File: config.mk
export PLATFORM = sky130hd
export DESIGN_NAME = regfile_wb_arbiter
export DESIGN_NICKNAME = d
export VERILOG_FILES = /design/src/rtl/regfile_wb_arbiter.sv
export SDC_FILE = /design/constraint.sdc
export NUM_CORES = 1
export LEC_CHECK = 0
export CAP_MARGIN = 40
export CORE_MARGIN = 2
export CORE_UTILIZATION = 40
export DETAILED_ROUTE_END_ITERATION = 6
export GPL_ROUTABILITY_DRIVEN = 0
export HOLD_SLACK_MARGIN = 0.02
export PLACE_DENSITY = 0.81
export RECOVER_POWER = 25
export SETUP_SLACK_MARGIN = 0.15
export SLEW_MARGIN = 20
export SYNTH_ARGS = -nofsm -noshare
export SYNTH_HDL_FRONTEND = slang
export SYNTH_SLANG_ARGS = --single-unit
File: constraint.sdc
create_clock -name clk -period 3.6 [get_ports clk]
set_input_delay 0.72 -clock clk [delete_from_list [all_inputs] [get_ports clk]]
set_output_delay 0.72 -clock clk [all_outputs]
set_load 0.02 [all_outputs]
File: src/rtl/regfile_wb_arbiter.sv
// regfile_wb_arbiter
//
// Shares the single write port of the 32x32 register file between NREQ
// writeback sources. One requester is granted per cycle, its write is
// registered for one cycle and then driven onto wren/rdin/rd_data_in. A
// per-register pending-write scoreboard (busy) is kept for issue hazard checks.
//
// Handshake: requester i transfers on a cycle where req_valid[i] && req_ready[i]
// at the rising edge. req_ready is a combinational one-hot grant derived only
// from req_valid (and the priority pointer); it is never high without valid.
// A requester keeps valid/rd/data stable until it sees ready. The output stage
// never stalls, so some requester is granted every cycle any valid is high.
//
// Configuration macro: WB_ROUND_ROBIN_EN
//   defined   : round-robin priority, search starts after the last granted index
//   undefined : fixed priority, lowest index wins (no pointer register)
//
// Ports:
//   clk, rst_n                   clock, asynchronous active-low reset
//   req_valid/req_rd/req_data    per-requester write requests (packed vectors)
//   req_ready                    one-hot grant
//   issue_valid/issue_rd         destination of the instruction issuing now
//   flush                        synchronous clear of scoreboard and output stage
//   wren/rdin/rd_data_in         register file write port
//   busy                         pending-write scoreboard, bit 0 always 0
module regfile_wb_arbiter #(
  parameter int NREQ = 3,
  parameter int XLEN = 32
) (
  input  logic                 clk,
  input  logic                 rst_n,
  input  logic [NREQ-1:0]      req_valid,
  input  logic [NREQ*5-1:0]    req_rd,
  input  logic [NREQ*XLEN-1:0] req_data,
  output logic [NREQ-1:0]      req_ready,
  input  logic                 issue_valid,
  input  logic [4:0]           issue_rd,
  input  logic                 flush,
  output logic                 wren,
  output logic [4:0]           rdin,
  output logic [XLEN-1:0]      rd_data_in,
  output logic [31:0]          busy
);

  logic [NREQ-1:0] grant;
  logic            accept;
  logic [4:0]      sel_rd;
  logic [XLEN-1:0] sel_data;

`ifdef WB_ROUND_ROBIN_EN
  localparam int PW = (NREQ > 1) ? $clog2(NREQ) : 1;

  logic [PW-1:0] ptr_q, ptr_d;
  logic [PW-1:0] gnt_idx;
  logic          found;

  // Two passes replace the modulo search: first the indices above the
  // pointer, then wrap around to the indices at or below it.
  always_comb begin
    grant   = '0;
    gnt_idx = ptr_q;
    found   = 1'b0;
    for (int i = 0; i < NREQ; i++) begin
      if (!found && req_valid[i] && (PW'(i) > ptr_q)) begin
        grant[i] = 1'b1;
        gnt_idx  = PW'(i);
        found    = 1'b1;
      end
    end
    for (int i = 0; i < NREQ; i++) begin
      if (!found && req_valid[i] && (PW'(i) <= ptr_q)) begin
        grant[i] = 1'b1;
        gnt_idx  = PW'(i);
        found    = 1'b1;
      end
    end
  end

  // Pointer moves only on a real acceptance; flush cycles leave it alone.
  always_comb begin
    ptr_d = ptr_q;
    if (accept && !flush) ptr_d = gnt_idx;
  end

  always_ff @(posedge clk or negedge rst_n) begin
    if (!rst_n) ptr_q <= PW'(NREQ - 1);
    else        ptr_q <= ptr_d;
  end
`else
  logic found;

  always_comb begin
    grant = '0;
    found = 1'b0;
    for (int i = 0; i < NREQ; i++) begin
      if (!found && req_valid[i]) begin
        grant[i] = 1'b1;
        found    = 1'b1;
      end
    end
  end
`endif

  assign accept    = |grant;
  assign req_ready = grant;

  // Grant is one-hot, so a plain priority-free select is enough.
  always_comb begin
    sel_rd   = '0;
    sel_data = '0;
    for (int i = 0; i < NREQ; i++) begin
      if (grant[i]) begin
        sel_rd   = req_rd[5*i +: 5];
        sel_data = req_data[XLEN*i +: XLEN];
      end
    end
  end

  logic            wren_q, wren_d;
  logic [4:0]      rdin_q, rdin_d;
  logic [XLEN-1:0] data_q, data_d;
  logic [31:0]     busy_q, busy_d;

  // Output stage: a request granted during flush is consumed but dropped.
  // Writes to x0 are consumed without raising wren.
  always_comb begin
    wren_d = 1'b0;
    rdin_d = rdin_q;
    data_d = data_q;
    if (accept && !flush) begin
      wren_d = (sel_rd != 5'd0);
      rdin_d = sel_rd;
      data_d = sel_data;
    end
  end

  // Scoreboard: the set is applied after the clear so a same-cycle issue to
  // the register being written back keeps it pending.
  always_comb begin
    busy_d = busy_q;
    if (wren_q) busy_d[rdin_q] = 1'b0;
    if (issue_valid && (issue_rd != 5'd0)) busy_d[issue_rd] = 1'b1;
    if (flush) busy_d = '0;
    busy_d[0] = 1'b0;
  end

  always_ff @(posedge clk or negedge rst_n) begin
    if (!rst_n) begin
      wren_q <= 1'b0;
      rdin_q <= '0;
      data_q <= '0;
      busy_q <= '0;
    end else begin
      wren_q <= wren_d;
      rdin_q <= rdin_d;
      data_q <= data_d;
      busy_q <= busy_d;
    end
  end

  assign wren       = wren_q;
  assign rdin       = rdin_q;
  assign rd_data_in = data_q;
  assign busy       = busy_q;

endmodule

### Word-level counts from Yosys, hierarchy flattened

Index checks and enable logic that the tools add are counted.

| storage, ports and cells | value |
|---|---|
| bits in registers | 69 |
| input bits | 123 |
| output and inout bits | 73 |
| logic and storage cells | 41 |

| cells by class | value |
|---|---|
| order comparisons | 4 |
| multiplexer cells | 18 |
| bitwise logic cells | 3 |
| reduce and logical (&&, ||, !) cells | 12 |

Operators with widths:

| operator | number |
|---|---|
| $mux 32 | 6 |
| $and 32x32->32 | 1 |
| $not 32->32 | 1 |
| $or 32x32->32 | 1 |
| $mux 5 | 3 |
| $lt 5x6->1 const B | 2 |
| $demux 1 s5 | 2 |
| $ge 5x1->1 const B | 2 |
| $reduce_bool 5->1 | 2 |
| $mux 1 | 7 |
| $logic_and 1x1->1 | 6 |
| $logic_not 1->1 | 3 |
| $reduce_or 3->1 | 1 |

### Longest topological paths before layout

Gate-level depths: netlist of the first run.

| depth | value |
|---|---|
| word-level depth | 10 |
| depth in mapped cells | 6 |

### Least setup slack after synthesis of the first run

No wires, ideal clock.

| path | value |
|---|---|
| path type | in2out |
| from | input port req_valid[0] |
| to | output port req_ready[2] |
| data arrival time | 1.620 ns |
| slack | 1.260 ns |
| stages on the path | 3 |
| buffers on the path | 2 |
| path through | buf_2 -> buf_1 -> nor3b_1 |

| on the way | value |
|---|---|
| word-level cells in the longest chain between the ends | 7 |

RTL lines:

| what | RTL line | source |
|---|---|---|
| start, declared | 32 | `input logic [NREQ-1:0] req_valid,` |
| $mux 1 * | 96 | `if (!found && req_valid[i]) begin` |
| $logic_not 1->1 | 96 |  |
| $logic_and 1x1->1 | 96 |  |
| $mux 1 * | 96 |  |
| $logic_not 1->1 * | 96 |  |
| $logic_and 1x1->1 * | 96 |  |
| $mux 1 * | 96 |  |
| end, declared | 35 | `output logic [NREQ-1:0] req_ready,` |

Mark *: on every way between the ends. The rest lies on a longest branch, timed or not.

### Worst setup path after layout of the first run

| path | value |
|---|---|
| from | input port req_valid[2] |
| to | output port req_ready[2] |

| on the way | value |
|---|---|
| word-level cells in the longest chain between the ends | 2 |

RTL lines:

| what | RTL line |
|---|---|
| $logic_and 1x1->1 | 96 |
| $mux 1 | 96 |

No other way between the ends.

==> run summary, run 1 <==
The flow ran to the end, but the final reports show violations. The checks that failed: capacitance limit, slew limit. TritonCTS built the clock tree.

Summed over all nets, wire length on met2 after detailed routing comes to 5865 um. 196 I/O pins were placed. The setup path with the least slack is of type input pin to output pin. The share of the clock period used by the worst path after layout was 0.8169. During synthesis, Yosys emitted a total of 0 warnings.

The number of library cell types mapped by synthesis is 26, and the max capacitance violation total is 1. The count of input and output buffers came out at 194. Setup repair after global routing left no endpoint under its margin. The run gives 0 as the quantity of hold-fixing buffers added after cts. Entering global routing, the biggest net connects 62 pins. The number of global-route vias before repair is 3919, and the cell area power density is 368.5 mW/mm^2.

For the final-report max-slew violation count, the log shows 31. Subtracting the final worst setup slack from the clock period gives 2.941 ns. The area of the mapped netlist is 0.003676 sq mm, and the post-CTS resize count is 0.

Post-CTS timing repair inserted 0 buffers for setup. In this run the worst hold path is classified as register to register. The floorplan step defined a die boundary enclosing 0.009973 sq mm. Cell internal power was estimated by the tool at 1.551 mW. The uppermost layer routed is met4. Most common cell type on the critical path: sky130_fd_sc_hd__clkdlybuf4s50_1.

The nature of the critical path endpoint was an output pin. The number of sinks handled by clock tree synthesis was 69; the number of hold violations in the final report was 0. Cell with the biggest individual delay on the critical path: sky130_fd_sc_hd__clkdlybuf4s50_1.

The routed design has 12030 um of wire. The combinational cell fraction of total power was 0.262; the count of TritonRoute iterations in the first routing pass was 4. In the final routing, the length of wire on met1 measures 4714 um. Traced cell by cell, the critical path runs through clkdlybuf4s50_1 -> nor3b_1 -> clkdlybuf4s50_1.

The tools report the upper clock frequency limit as 340.0 MHz. The remaining max-slew budget at the tightest pin was -0.07075. The sequential share of power was 0.409; the initial core utilization was 0.4174. For the setup clock skew after layout, the log shows 0.004558 ns. The slew at the pin closest to its max-slew limit works out to 1.606 ns.

At the later pin of the worst-skew pair, clock insertion delay measures 0.34 ns. The floorplan has 34 rows. The tools report the clock power share as 0.329. At the worst endpoint, the arrival time is 2.22 ns. After synthesis the netlist holds a flip-flop and latch count of 69. Detailed placement finished with a half-perimeter wire length of 8942 um. Summed over all nets, the switching power comes to 608.1 uW. Leaving out filler cells and counting taps, the final layout contains 738.

After global routing the overflow that remains totals 0. Maximum root-to-sink buffer count: 2. The first global-routing pass estimated 18910 um of wire. The post-detailed-route via-to-cell ratio came out at 5.462. The fraction of final layout cells sized beyond drive strength 1 was 0.04921; the share of total power consumed by net switching was 0.2817. The logs give 448 for the number of standard cells after synthesis and 0.2442 mV for the highest ir drop seen on vdd.

Clock-pin slew was measured on the worst setup and hold paths at 0.07 ns. The tools report the number of diodes added for antenna fixing as 0. Summed over all failing endpoints, the final setup total negative slack is 0 ns. The logs give 1173 um for the length of routed met3 wiring and 0 for the DRC violation count after routing.

The worst setup path is launched from an input pin. In this run, the number of DRC markers left after iteration 0 of detailed routing was 165. For the worst setup path, the data required time is 2.88 ns.

The count of cells along the worst hold path was 2; the sequential-to-total area share from yosys stat was 0.4697. For the number of antenna violations at the first check in global routing, the log shows 0. The overall routing resource usage is 0.2378. The area growth from synthesis to layout is 59.36%. Averaged over all synthesized cells, the footprint is 8.205 sq um. The tools report the remaining antenna violation count as 0. For this block, the via count after detailed routing is 4031. For the worst flop-to-flop path, the logic depth is 3. The clock tree synthesis step divided the H-tree into 3 levels. Area of the core region: 0.008806 sq mm.

The die is 99.87 um tall. Summed over all cells, the static leakage comes to 2.301 nW. The detail-routed net length per standard cell is 16.30 um.

The buffer type at the clock tree root was sky130_fd_sc_hd__clkbuf_8. The overall power came out at 2.159 mW. The count of nets after finishing is 748. For the final setup violation count, the log shows 0. The die is 99.87 um wide.

Biggest fanout along the worst timing path: 9. The cell count after placement was 722. The largest single stage delay on the critical path is 0.65 ns. The number of buffers added by the clock tree synthesis step was 9.

The number of nets handed over by synthesis was 571.
## cell families after synthesis
kind of cell           share of synthesized area
other                                   0.001020
AND/OR/NAND/NOR                           0.2366
buffers and inverters                    0.04527
AO/OA/AOI/OAI                             0.2321
flip-flops                                0.4697
multiplexers                             0.01532
## worst paths after layout
path / slack, ns / end / start
worst max-delay path: 0.66 / req_ready[2] / req_valid[2]
worst min-delay path: 0.48 / rd_data_in[31]$_DFFE_PN0P_ / rd_data_in[31]$_DFFE_PN0P_
worst max register to register: 2.14 / busy[4]$_DFF_PN0_ / rdin[2]$_DFFE_PN0P_
worst min register to register: 0.48 / rd_data_in[31]$_DFFE_PN0P_ / rd_data_in[31]$_DFFE_PN0P_
max in group asynchronous: 1.01 / rd_data_in[28]$_DFFE_PN0P_ / rst_n
min in group asynchronous: 0.56 / busy[12]$_DFF_PN0_ / rst_n
## cell usage after synthesis
master | number | area share
sky130_fd_sc_hd__a21oi_1 | 102 | 0.14
sky130_fd_sc_hd__nand2_1 | 99 | 0.10
sky130_fd_sc_hd__dfrtp_1 | 69 | 0.47
sky130_fd_sc_hd__o21ai_0 | 62 | 0.084
sky130_fd_sc_hd__nand3b_1 | 40 | 0.082
sky130_fd_sc_hd__clkbuf_1 | 16 | 0.016
sky130_fd_sc_hd__buf_2 | 13 | 0.018
sky130_fd_sc_hd__nor2b_1 | 8 | 0.014
sky130_fd_sc_hd__nor3b_1 | 5 | 0.010
sky130_fd_sc_hd__buf_1 | 4 | 0.0041
sky130_fd_sc_hd__nor2_1 | 4 | 0.0041
sky130_fd_sc_hd__mux2_4 | 3 | 0.012
sky130_fd_sc_hd__or3b_2 | 3 | 0.0071
sky130_fd_sc_hd__a221oi_1 | 2 | 0.0048
sky130_fd_sc_hd__and3_1 | 2 | 0.0034
sky130_fd_sc_hd__and3b_1 | 2 | 0.0048
sky130_fd_sc_hd__buf_4 | 2 | 0.0041
sky130_fd_sc_hd__nand3_1 | 2 | 0.0027
sky130_fd_sc_hd__nor3_1 | 2 | 0.0027
sky130_fd_sc_hd__o31ai_1 | 2 | 0.0041
sky130_fd_sc_hd__buf_6 | 1 | 0.0031
sky130_fd_sc_hd__conb_1 | 1 | 0.0010
sky130_fd_sc_hd__mux2_2 | 1 | 0.0031
sky130_fd_sc_hd__nor4_1 | 1 | 0.0017
sky130_fd_sc_hd__or2_1 | 1 | 0.0017
sky130_fd_sc_hd__or3_1 | 1 | 0.0017
## state kept, by name, indices dropped and copies added (netlist names)
signal / flops
rdin: 5
wren: 1
busy: 31
rd_data_in: 32
## critical path: cells and delay by family
kind,cells,cell delay [ns]
buf+inv,2,1.28
simple gates,1,0.22
## power groups by stage
stage | sequential (mW) | combinational [mW] | clock, mW
4_1_cts | 0.883 | 0.569 | 0.726
3_3_place_gp | 0.894 | 0.554 | 0
3_5_place_dp | 0.896 | 0.567 | 0
5_1_grt | 0.892 | 0.608 | 0.755
6_report | 0.884 | 0.566 | 0.709
2_1_floorplan | 0.957 | 0.174 | 0
## cells in the final DEF, fill, tap and decap left out
master	instances
sky130_fd_sc_hd__a21oi_1	102
sky130_fd_sc_hd__a221oi_1	2
sky130_fd_sc_hd__and3_1	2
sky130_fd_sc_hd__and3b_1	2
sky130_fd_sc_hd__buf_12	1
sky130_fd_sc_hd__buf_2	3
sky130_fd_sc_hd__buf_4	4
sky130_fd_sc_hd__bufinv_16	2
sky130_fd_sc_hd__clkbuf_1	4
sky130_fd_sc_hd__clkbuf_8	11
sky130_fd_sc_hd__clkdlybuf4s50_1	191
sky130_fd_sc_hd__clkinv_2	2
sky130_fd_sc_hd__conb_1	1
sky130_fd_sc_hd__dfrtp_1	69
sky130_fd_sc_hd__mux2_2	1
sky130_fd_sc_hd__mux2_4	3
sky130_fd_sc_hd__nand2_1	99
sky130_fd_sc_hd__nand3_1	2
sky130_fd_sc_hd__nand3b_1	40
sky130_fd_sc_hd__nor2_1	4
sky130_fd_sc_hd__nor2b_1	8
sky130_fd_sc_hd__nor3_1	2
sky130_fd_sc_hd__nor3b_1	5
sky130_fd_sc_hd__nor4_1	1
sky130_fd_sc_hd__o21ai_0	62
sky130_fd_sc_hd__o31ai_1	2
sky130_fd_sc_hd__or2_2	1
sky130_fd_sc_hd__or3_1	1
sky130_fd_sc_hd__or3b_2	3
## routing by layer
layer | vias up | GRT usage
li1 | 1912 | -
met1 | 1889 | 0.2829
met2 | 204 | 0.4023
met3 | 26 | 0.07869
met4 | 0 | 0.08851
met5 | - | 0
## layout make-up
cell class | instances | area, sq um
Multi-Input combinational cell | 343 | 1783
Clock inverter | 4 | 70.07
Tap cell | 108 | 135.1
Clock buffer | 12 | 155.1
Sequential cell | 69 | 1727
Fill cell | 731 | 2948
Timing Repair Buffer | 202 | 1988
## through the flow
stage	hold slack (ns)	utilization	instance area, sq um	worst slack (ns)
after floorplan	0.4244	-	3676	1.260
after global placement	0.4613	0.6378	5617	0.6827
after detailed placement	0.4680	0.6407	5642	0.6616
after CTS	0.3235	0.6662	5867	0.6432
after global routing	0.5075	0.6652	5858	0.4883
final	0.4816	0.6652	5858	0.6592
Note: power is estimated with default switching activity, not from simulation.
==> inputs of run 2 (changes only) <==
CORE_UTILIZATION = 36   (was 40)
PLACE_DENSITY = 0.77   (was 0.81)
clock period = 2.55 ns   (was 3.6 ns; I/O delays follow)
==> run 2 against run 1 <==
- the run now ends clean
- clock skew grew 0.0066 ns
- non-clock buffer count is 1 higher
- sequential cell count is the same
- combinational power up 41%
- die area rose by 11%
- design area grew 1.3%
- hold slack worse by 0.22 ns
- critical path depth is 2 lower
- largest power group unchanged
==> run summary, run 2 (synthesized netlist as in run 1, its figures left out) <==
The logs give 0.3292 mV (+35%) for the highest ir drop seen on vdd and 0.001727 sq mm (unchanged) for the footprint of the flip-flops and latches. The share of the clock period used by the worst path after layout came out at 0.8176. The initial core utilization is 0.3727 (-0.04479). The number of hold violations in the final report is 0 (unchanged), and the die area is 0.01104 sq mm (+11%).

The tools report the number of buffers added by the clock tree synthesis step as 9 (unchanged). For the layout filler cell count, the log shows 868 (+19%). The final worst setup slack was 0.4652 ns (-0.1940 ns); the die outline width was 105.1 um (+5.2%). The pin count of the biggest net entering global routing is 68 (+9.7%), and the count of TritonRoute iterations in the first routing pass is 4 (unchanged). Setup repair after global routing left no endpoint under its margin. The run gives 0.354 (+0.025) as the clock power share. Clock tree synthesis selected as its root buffer the cell sky130_fd_sc_hd__clkbuf_8. The biggest fanout along the worst timing path was 10 (+1); the max capacitance violation total was 0 (-1). The number of diodes added for antenna fixing was 0 (unchanged); the total congestion overflow after global routing was 0 (unchanged). The run gives 0 (-100%) as the final-report max-slew violation count. The run gives 0.252 (-0.010) as the combinational cell fraction of total power. Overall via count from detail_route: 3928 (-2.6%). The slew at the pin closest to its max-slew limit is 1.107 ns (-0.4990 ns). The number of sinks handled by clock tree synthesis is 69 (unchanged). The run gives 0.001783 sq mm (unchanged) as the area of the multi-input gates. The type of the tightest min-delay check was input pin to asynchronous set/reset pin. The final setup violation count came out at 0 (unchanged). Share of total power consumed by net switching: 0.2749 (-0.006784). The setup path with the least slack is of type register to output pin.

The global-route wire length before repair is 19480 um (+3.0%). For the DRC violation count after routing, the log shows 0 (unchanged). The detail-routed net length per standard cell is 15.58 um (-4.5%), and the top-level port count is 196 (unchanged). The most frequent standard cell in the layout excluding fill and tap cells was sky130_fd_sc_hd__clkdlybuf4s50_1.

The tools report the number of global-route vias before repair as 4036 (+3.0%). The area of the core region was 0.009864 sq mm (+12%); the arrival time reported for the critical path endpoint was 1.57 ns (-0.65 ns). The run finished with clean final reports. The die height was 105.1 um (+5.2%); the number of placement rows was 36 (+5.9%). STA classifies the critical path endpoint as an output pin. Count of buffer and inverter cells on the critical path: 1 (-1).

The utilization of the core after routing came out at 0.6017 (-0.06352). Logic depth of the worst path, buffers included: 1 (-2). Overall routing resource usage: 0.2188 (-0.01898). The run gives 0.394 (-0.015) as the sequential share of power. The worst slack after detailed placement was 0.1055 ns (-0.5561 ns). The upper clock frequency limit was 479.7 MHz. The total length of routed wires is 11900 um (-1.1%), and the violation count after the first detailed-routing iteration is 187 (+13%).

The tools report the setup clock skew after layout as 0.01111 ns (+0.006555 ns). The depth of the most critical reg-to-reg path is 3 (unchanged), and the reported leakage power is 2.335 nW (+1.5%). The tools report the critical path data required time as 2.04 ns (-0.84 ns). The cell internal power dissipation is 2.294 mW (+48%), and the post-detailed-route via-to-cell ratio is 5.141 (-5.9%). Number of antenna violations at the first check in global routing: 0 (unchanged). Post-route cell area: 0.005936 sq mm (+1.3%). The run gives 8770 um (-1.9%) as the post-detailed-placement half-perimeter wirelength.

The remaining max-slew budget at the tightest pin is 0.2619 (+0.3327). The element type at the critical path start was a register. Cell area power density: 533.0 mW/mm^2 (+45%). Counting I/O delays and the setup requirement, the final critical path takes 2.085 ns.

The number of flip-flops in the largest register was 32 (unchanged). TritonCTS built the clock tree. The post-CTS clock slew at the launch and capture registers of the worst setup and hold paths was 0.08 ns (about the same). The library cells used most frequently in the layout, excluding fill and tap cells, are 190 x sky130_fd_sc_hd__clkdlybuf4s50_1, 102 x sky130_fd_sc_hd__a21oi_1, 99 x sky130_fd_sc_hd__nand2_1, 69 x sky130_fd_sc_hd__dfrtp_1, 62 x sky130_fd_sc_hd__o21ai_0. The worst-skew pair later-pin latency was 0.33 ns (about the same); the count of input and output buffers was 194 (unchanged).

The kind of cell adding the most delay to the critical path was buffers and inverters. Final worst hold slack: 0.2628 ns (-0.2188 ns). The synthesis-to-finish area growth came out at 61.47%. The signal on the critical path passes through clkdlybuf4s50_1. For the sum of negative setup slack, the log shows 0 ns (unchanged). The remaining antenna violation count came out at 0 (unchanged).

Among all stages on the critical path, the largest delay is contributed by sky130_fd_sc_hd__clkdlybuf4s50_1. The quantity of hold-fixing buffers added after cts was 0 (unchanged); the fraction of final layout cells sized beyond drive strength 1 was 0.05388 (+0.004676). Deepest level of the CTS H-tree: 3 (unchanged). The maximum root-to-sink buffer count is 2 (unchanged), and the switching power summed over all nets is 869.6 uW (+43%).

The worst stage delay on the critical path is 0.70 ns (+0.05 ns), and the placed instance area is 0.005695 sq mm (+0.95%). The run gives 749 (+0.13%) as the count of nets after finishing.
-- run 2: cell count changes in the layout (fill, tap and decap cells not counted) --
cell,delta
sky130_fd_sc_hd__dlymetal6s2s_1,+1
sky130_fd_sc_hd__clkinvlp_4,+1
sky130_fd_sc_hd__buf_4,+2
sky130_fd_sc_hd__clkbuf_2,+1
sky130_fd_sc_hd__clkdlybuf4s50_1,-1
sky130_fd_sc_hd__clkinv_2,-2
sky130_fd_sc_hd__clkbuf_1,-2
sky130_fd_sc_hd__clkinv_4,+1
sky130_fd_sc_hd__buf_2,-1
sky130_fd_sc_hd__bufinv_16,+1
-- run 2: cell type report --
class | instances | share of cell area
timing repair buffer | 203 | 0.3373
multi-input combinational | 343 | 0.3004
sequential | 69 | 0.2909
tap | 133 | 0.02804
clock buffer | 11 | 0.02551
clock inverter | 5 | 0.01792
-- run 2: final timing paths --
check	startpoint	to	slack (ns)
worst max-delay path	rdin[3]$_DFFE_PN0P_	rdin[3]	0.47
max in group asynchronous	rst_n	rdin[2]$_DFFE_PN0P_	0.79
worst min register to register	rd_data_in[4]$_DFFE_PN0P_	rd_data_in[4]$_DFFE_PN0P_	0.48
min in group clk	rd_data_in[4]$_DFFE_PN0P_	rd_data_in[4]$_DFFE_PN0P_	0.48
worst min-delay path	rst_n	busy[29]$_DFF_PN0_	0.26
worst max register to register	rdin[4]$_DFFE_PN0P_	busy[18]$_DFF_PN0_	1.06
-- run 2: power by group through the flow --
stage	registers (mW)	logic [mW]	clock network (mW)
after global placement	1.26	0.792	0
after floorplan	1.35	0.246	0
after CTS	1.25	0.807	1.14
final	1.25	0.798	1.12
after global routing	1.26	0.865	1.19
after detailed placement	1.27	0.804	0
-- run 2: layer usage --
metal | GRT usage | wire, um
met1 | 0.2663 | 4811
met2 | 0.3576 | 5675
met3 | 0.07299 | 1107
met4 | 0.08571 | 306
met5 | 0 | 0
-- run 2: through the flow --
stage | cells | total power, mW
global route | 764 | 3.318
CTS | 764 | 3.197
floorplan | 448 | 1.597
global placement | 748 | 2.056
detailed placement | 748 | 2.070
finish | 764 | 3.163
-- run 2: what timing repair did --
item | 4_1_cts | 5_1_grt
setup buffers | 0 | 0
setup endpoints to repair | 0 | 1
gates resized for setup | 0 | 1
